==> src/rtl/sub32_serial.sv <==
// Digit-serial 32-bit subtractor: d = a - b - bi, DIGIT bits per cycle, LSB digit first.
// Latency 32/DIGIT cycles from accepted start to done; start only taken while ready, never queued.
module sub32_serial #(
   parameter int DIGIT = 4
) (
   input  logic        clk,
   input  logic        rst_n,
   input  logic        start,
   input  logic [31:0] a,
   input  logic [31:0] b,
   input  logic        bi,
   output logic        ready,
   output logic        busy,
   output logic        done,
   output logic [31:0] d,
   output logic        bo,
   output logic        v,
   output logic        z
);
   localparam int N  = 32 / DIGIT;
   localparam int CW = (N > 1) ? $clog2(N) : 1;
   localparam logic [CW-1:0] LAST = CW'(N - 1);

   typedef enum logic [1:0] {S_IDLE, S_RUN, S_DONE} state_t;

   state_t           state, state_nxt;
   logic [CW-1:0]    cnt;
   logic [31:0]      a_r, b_r, d_wrk, d_nxt;
   logic             borrow, borrow_nxt;
   logic [DIGIT-1:0] a_dig, b_dig;
   logic [DIGIT:0]   dig_sub;
   logic             accept, last;

   assign accept = start && (state != S_RUN);
   assign last   = (state == S_RUN) && (cnt == LAST);

   // One digit of the borrow chain; the extra top bit of the difference is the borrow out.
   always_comb begin
      a_dig      = a_r[int'(cnt)*DIGIT +: DIGIT];
      b_dig      = b_r[int'(cnt)*DIGIT +: DIGIT];
      dig_sub    = {1'b0, a_dig} - {1'b0, b_dig} - {{DIGIT{1'b0}}, borrow};
      borrow_nxt = dig_sub[DIGIT];
      d_nxt      = d_wrk;
      d_nxt[int'(cnt)*DIGIT +: DIGIT] = dig_sub[DIGIT-1:0];
   end

   always_comb begin
      state_nxt = state;
      ready     = 1'b1;
      busy      = 1'b0;
      done      = 1'b0;
      case (state)
         S_IDLE: begin
            if (start) state_nxt = S_RUN;
         end
         S_RUN: begin
            ready = 1'b0;
            busy  = 1'b1;
            if (cnt == LAST) state_nxt = S_DONE;
         end
         S_DONE: begin
            done      = 1'b1;
            state_nxt = start ? S_RUN : S_IDLE;
         end
         default: state_nxt = S_IDLE;
      endcase
   end

   always_ff @(posedge clk or negedge rst_n) begin
      if (!rst_n) state <= S_IDLE;
      else        state <= state_nxt;
   end

   always_ff @(posedge clk or negedge rst_n) begin
      if (!rst_n) begin
         a_r    <= '0;
         b_r    <= '0;
         borrow <= 1'b0;
         cnt    <= '0;
         d_wrk  <= '0;
         d      <= '0;
         bo     <= 1'b0;
         v      <= 1'b0;
         z      <= 1'b0;
      end else begin
         if (accept) begin
            a_r    <= a;
            b_r    <= b;
            borrow <= bi;
            cnt    <= '0;
            d_wrk  <= '0;
         end else if (state == S_RUN) begin
            d_wrk  <= d_nxt;
            borrow <= borrow_nxt;
            cnt    <= last ? '0 : cnt + 1'b1;
         end
         // Visible results change only once, with the final digit folded in.
         if (last) begin
            d  <= d_nxt;
            bo <= borrow_nxt;
            v  <= (a_r[31] ^ b_r[31]) & (d_nxt[31] ^ a_r[31]);
            z  <= (d_nxt == 32'd0);
         end
      end
   end

endmodule

==> config.mk <==
export PLATFORM = sky130hd
export DESIGN_NAME = sub32_serial
export DESIGN_NICKNAME = d
export VERILOG_FILES = /design/src/rtl/sub32_serial.sv
export SDC_FILE = /design/constraint.sdc
export NUM_CORES = 1
export LEC_CHECK = 0
export CORE_UTILIZATION = 30
export CTS_BUF_LIST = sky130_fd_sc_hd__clkbuf_2 sky130_fd_sc_hd__clkbuf_4 sky130_fd_sc_hd__clkbuf_8
export CTS_CLUSTER_DIAMETER = 30
export DETAILED_ROUTE_END_ITERATION = 8
export GPL_TIMING_DRIVEN = 0
export SLEW_MARGIN = 20
export SYNTH_ARGS = -nofsm -noshare
export SYNTH_HDL_FRONTEND = slang
export SYNTH_SLANG_ARGS = --single-unit
==> constraint.sdc <==
create_clock -name clk -period 6.2 [get_ports clk]
set_input_delay 1.24 -clock clk [delete_from_list [all_inputs] [get_ports clk]]
set_output_delay 1.24 -clock clk [all_outputs]
set_load 0.005 [all_outputs]
======== After elaboration in Yosys (flattened, before gate mapping) ========
Index checks and enable logic that the tools add are counted.
cells by class
  add/sub/neg operators ................... 4
  eq/ne operators ......................... 6
  shift-type cells ........................ 4
  muxes and demuxes ....................... 15
  bitwise gates (word level) .............. 3
  reduce and logical (&&, ||, !) cells .... 6
operators with widths
  cell                       count
  $mux W32                   2
  $shiftx A32 B6 Y4          2
  $neg A5 Y33                1
  $shift A4 B33 Y32 const A  1
  $shiftx A4 B33 Y32         1
  $bwmux W32                 1
  $logic_not A32 Y1          1
  $mux W3                    3
  $mux W1                    6
  $pmux W2 S3                1
  $sub A4 B4 Y5              1
  $sub A5 B1 Y5              1
  $mux W2                    2
  $ne A2 B1 Y1 const B       2
  $add A3 B1 Y3 const B      1
  $eq A3 B3 Y1 const B       1
  $eq A2 B1 Y1 const B       1
  $eq A2 B2 Y1 const B       1
  $logic_and A1 B1 Y1        2
  $logic_not A2 Y1           1
  $ne A2 B2 Y1 const B       1
  $reduce_and A2 Y1          1
  $reduce_bool A2 Y1         1
  $xor A1 B1 Y1              2
  $and A1 B1 Y1              1
word-level totals
  register bits ........................... 137
  input bits .............................. 68
  output and inout port bits .............. 38
  logic and storage cells ................. 48

======== Longest topological paths before layout ========
  depth in word-level cells ............... 7
  gate-level depth with buffers ........... 15
  gate-level depth less buffers ........... 12

======== Worst setup path after synthesis ========
No wires, ideal clock.
  path type ............................... reg2reg
  start point ............................. reg cnt[0]
  end point ............................... reg z
  library setup time ...................... 0.068 ns
  data arrival time ....................... 4.137 ns
  required time ........................... 6.132 ns
  path slack .............................. 1.996 ns
  cell stages (with the launch flop) ...... 16
  buffers on the path ..................... 4
  period minus slack after synthesis ...... 4.204 ns
  cells stage by stage .................... dfrtp_1 buf_6 buf_6 buf_1 mux4_2 mux2i_1 fa_1 fa_1 clkbuf_1 inv_1 nor2_1 mux2i_1 nand4_1 or4_1 nor4b_2 a32o_1
between the ends
  word-level cells in the longest chain between the ends .. 6
  elaborated cells on any way between the ends .. 11
  those cells by class .................... add/sub: 3; eq/ne: 1; shift: 4; mux: 1; reduce/logical: 2
ends and longest elaborated chain
  item                                  line    RTL
  start, declared                       27      logic [CW-1:0] cnt;
  start signal, assigned                95      cnt <= last ? '0 : cnt + 1'b1;
  $shiftx A32 B6 Y4 (on tied branches)  39, 40
  $sub A4 B4 Y5                         41      dig_sub = {1'b0, a_dig} - {1'b0, b_dig} - {{DIGIT{1'b0}}, borrow};
  $sub A5 B1 Y5                         41
  $shiftx A4 B33 Y32                    44      d_nxt[int'(cnt)*DIGIT +: DIGIT] = dig_sub[DIGIT-1:0];
  $bwmux W32                            44
  $logic_not A32 Y1                     102     z <= (d_nxt == 32'd0);
  end signal, assigned                  102
  end, declared                         18      output logic z
Several ways; a longest one is shown, not always the timed one.
A chain may end at the register's enable or synchronous reset.

======== Final worst setup path ========
Ends and elaborated chain as after synthesis.

==> flow_summary.toml <==
[routing]
num_vias = 4882
ant_nets = 0
drc = 0
wl_per_cell_um = 17.5
drt-initial-drc-count = 403
avgViaCountPerCell = 4.93
routed_wl_mm = 17.3
drt_first_pass_iters = 5

[final_layout]
register_area_um2 = 3430
drive_gt1_share_pct = 18.6
fillerInstances = 2089
diodes = 0
fin_cells = 990
nNetsFinal = 780
area_delta_synth_final_pct = 27.9
multi_input_area_um2 = 2960
fin_area_um2 = 8400

[synth]
synth_area_um2 = 6570
synthFlopType = "dfrtp_1"
yosys.area.top_type = "dfrtp_1"
yosys-top-cells-area = "dfrtp_1 (52%), mux2_2 (11%), nand2_1 (4.9%)"
synthDominantCellAreaShare_pct = 52.2
synth_nets = 655
synth_most_common_cell = "dfrtp_1"
synth_enable_flop_cells = 0
synth_common_cells = "dfrtp_1 (137), nand2_1 (85), mux2_2 (64)"
yosys_warnings = 0
ys_seq_area_share_pct = 52.2
async_reset_ff_share_pct = 100
avgSynthCellArea_um2 = 11.4
post_synth_inst_count = 577
yosys.cell_types.count = 60
ys_ff_latch = 137

[grt]
track_usage_pct = 16.7
grt_max_degree = 98
overflow = 0
grt_pass1_wl_mm = 27.9
grt_pass1_vias = 4999
grt_antenna_before_repair = 1

[clock_tree]
clock_latency_ns = 0.46
cts_made_buffers = 17
htreeDepth = 4
ctsHoldBuffers = 0
cts_sinks = 137
root_buffer = "clkbuf_8"
cts_tree = "yes"
path_clk_slew_ns = 0.08
cts_buffer_depth = 2
cts_setup_buffers = 0
cts_resized = 0

[die]
rows = 53
start_util_pct = 30.9
die_w_um = 150
fp.dieH_um = 150
dieArea_um2 = 22500
core_um2 = 21200
ios = 106

[setup_path]
cp.arrival_ns = 5.36
worst_setup_path_end_kind = "flip-flop"
critPathKind = "reg2reg"
rr_worst_depth = 15
crit_fanout = 10
crit_path_start_kind = "flip-flop"
cp.required_ns = 6.59

[sta]
setup-tns-final_ns = 0
finalHoldViolCount = 0
fmax_mhz = 201
skew_ns = 0.00998
slew_viol_final = 0
relSlewSlack_pct = 47.6
whs_ns = 0.479
finalCriticalPeriod_ns = 4.96
setup_violations = 0
finalCritPeriodShare_pct = 80.1
rsz0062_at_grt = "no"
tightest_slew_ns = 0.781

[placed_design]
postPlaceCellArea_um2 = 7990
gp_congestion = 0.916
place_hpwl_mm = 12.9
place_inst = 958
io_buffers = 105

[run]
maxCapViolations = 0

[min_path]
hold_path_depth = 2
hold_class = "reg2reg"

[power]
p_leak_nw = 3.49
vdd_drop_max_uv = 462
powerDensity_nw_per_um2 = 650

[run_status]
outcome = "complete, no violations"
area by class of cell:
type                       instances  area share [%]
clock buffer                      19            3.11
buffer                            30            1.64
sequential                       137            40.8
multi-input combinational        398            35.2
tap                              275            4.10
inverter                          12           0.536
clock inverter                    13            1.71
timing repair buffer             106            12.9
path summary, 6_finish.rpt:
check                                    from             endpoint  slack (ns)
max reg2reg                cnt[0]$_DFFE_PN0P_        z$_DFFE_PN0P_        1.24
max in group asynchronous               rst_n    d[16]$_DFFE_PN0P_        4.77
min reg2reg                 d[24]$_DFFE_PN0P_    d[24]$_DFFE_PN0P_        0.48
max                        cnt[0]$_DFFE_PN0P_        z$_DFFE_PN0P_        1.24
min                         d[24]$_DFFE_PN0P_    d[24]$_DFFE_PN0P_        0.48
min in group asynchronous               rst_n  a_r[10]$_DFFE_PN0P_        0.65
critical path, stage by stage (launching register included):
cell      delay (ns)
dfrtp_1         0.46
buf_6           0.18
buf_6           0.20
clkbuf_2        0.45
mux4_2          0.59
mux2i_1         0.28
fa_1            0.28
fa_1            0.47
clkbuf_1        0.27
inv_1           0.18
nor2_1          0.11
mux2i_1         0.26
nand4_1         0.14
or4_1           0.54
nor4b_2         0.29
a32o_1          0.19
cell families after synthesis:
family / share of synthesized area, %
DFF: 52.2
buffers and inverters: 2.76
muxes: 18.5
AOI/OAI and AO/OA: 11.0
xor gates and xnor gates: 0.763
adders and majority gates: 2.13
and+or+nand+nor: 12.6
layout by cell type, fill, tap and decap left out, drive strengths merged, types with 5 or more instances in the layout:
cell type	Yosys	layout
clkbuf	19	39
inv	11	14
nor2	32	32
clkdlybuf4s50	0	104
a31oi	10	10
mux4	16	16
ha	8	8
nor2b	7	7
o22ai	5	5
mux2	65	65
nand2	85	85
buf	11	12
nor3	8	8
nand2b	7	7
o21ai	64	64
a21oi	19	19
a22o	6	6
nand3	13	13
clkinv	1	8
mux2i	11	11
dfrtp	137	137
metrics by stage:
step / util [%] / power (mW) / setup slack (ns)
after floorplan: - / 3.61 / 2.00
after global placement: 37.5 / 4.69 / -1.78
after detailed placement: 37.7 / 4.73 / 0.816
after CTS: 39.6 / 5.49 / 0.781
after global routing: 39.6 / 5.86 / 0.893
final: 39.6 / 5.46 / 1.24
metal layers:
layer / GRT usage [%] / part of all wire [%] / up-vias
li1: - / - / 2324
met4: 6.77 / 2.2 / 2
met3: 5.12 / 6.6 / 32
met5: 0 / 0.075 / -
met2: 25.9 / 46 / 153
met1: 21.6 / 45 / 2371
power by group:
group	internal [mW]	switching (mW)
logic	1.35	1.84
registers	1.30	0.223
clock network	0.382	0.370
registers in the layout (all words and copies together), names as in the netlist:
name,cells
a_r,32
b_r,32
d,32
d_wrk,32
cnt,3
state,2
bo,1
borrow,1
v,1
z,1
Note: power is estimated with default switching activity, not from simulation.
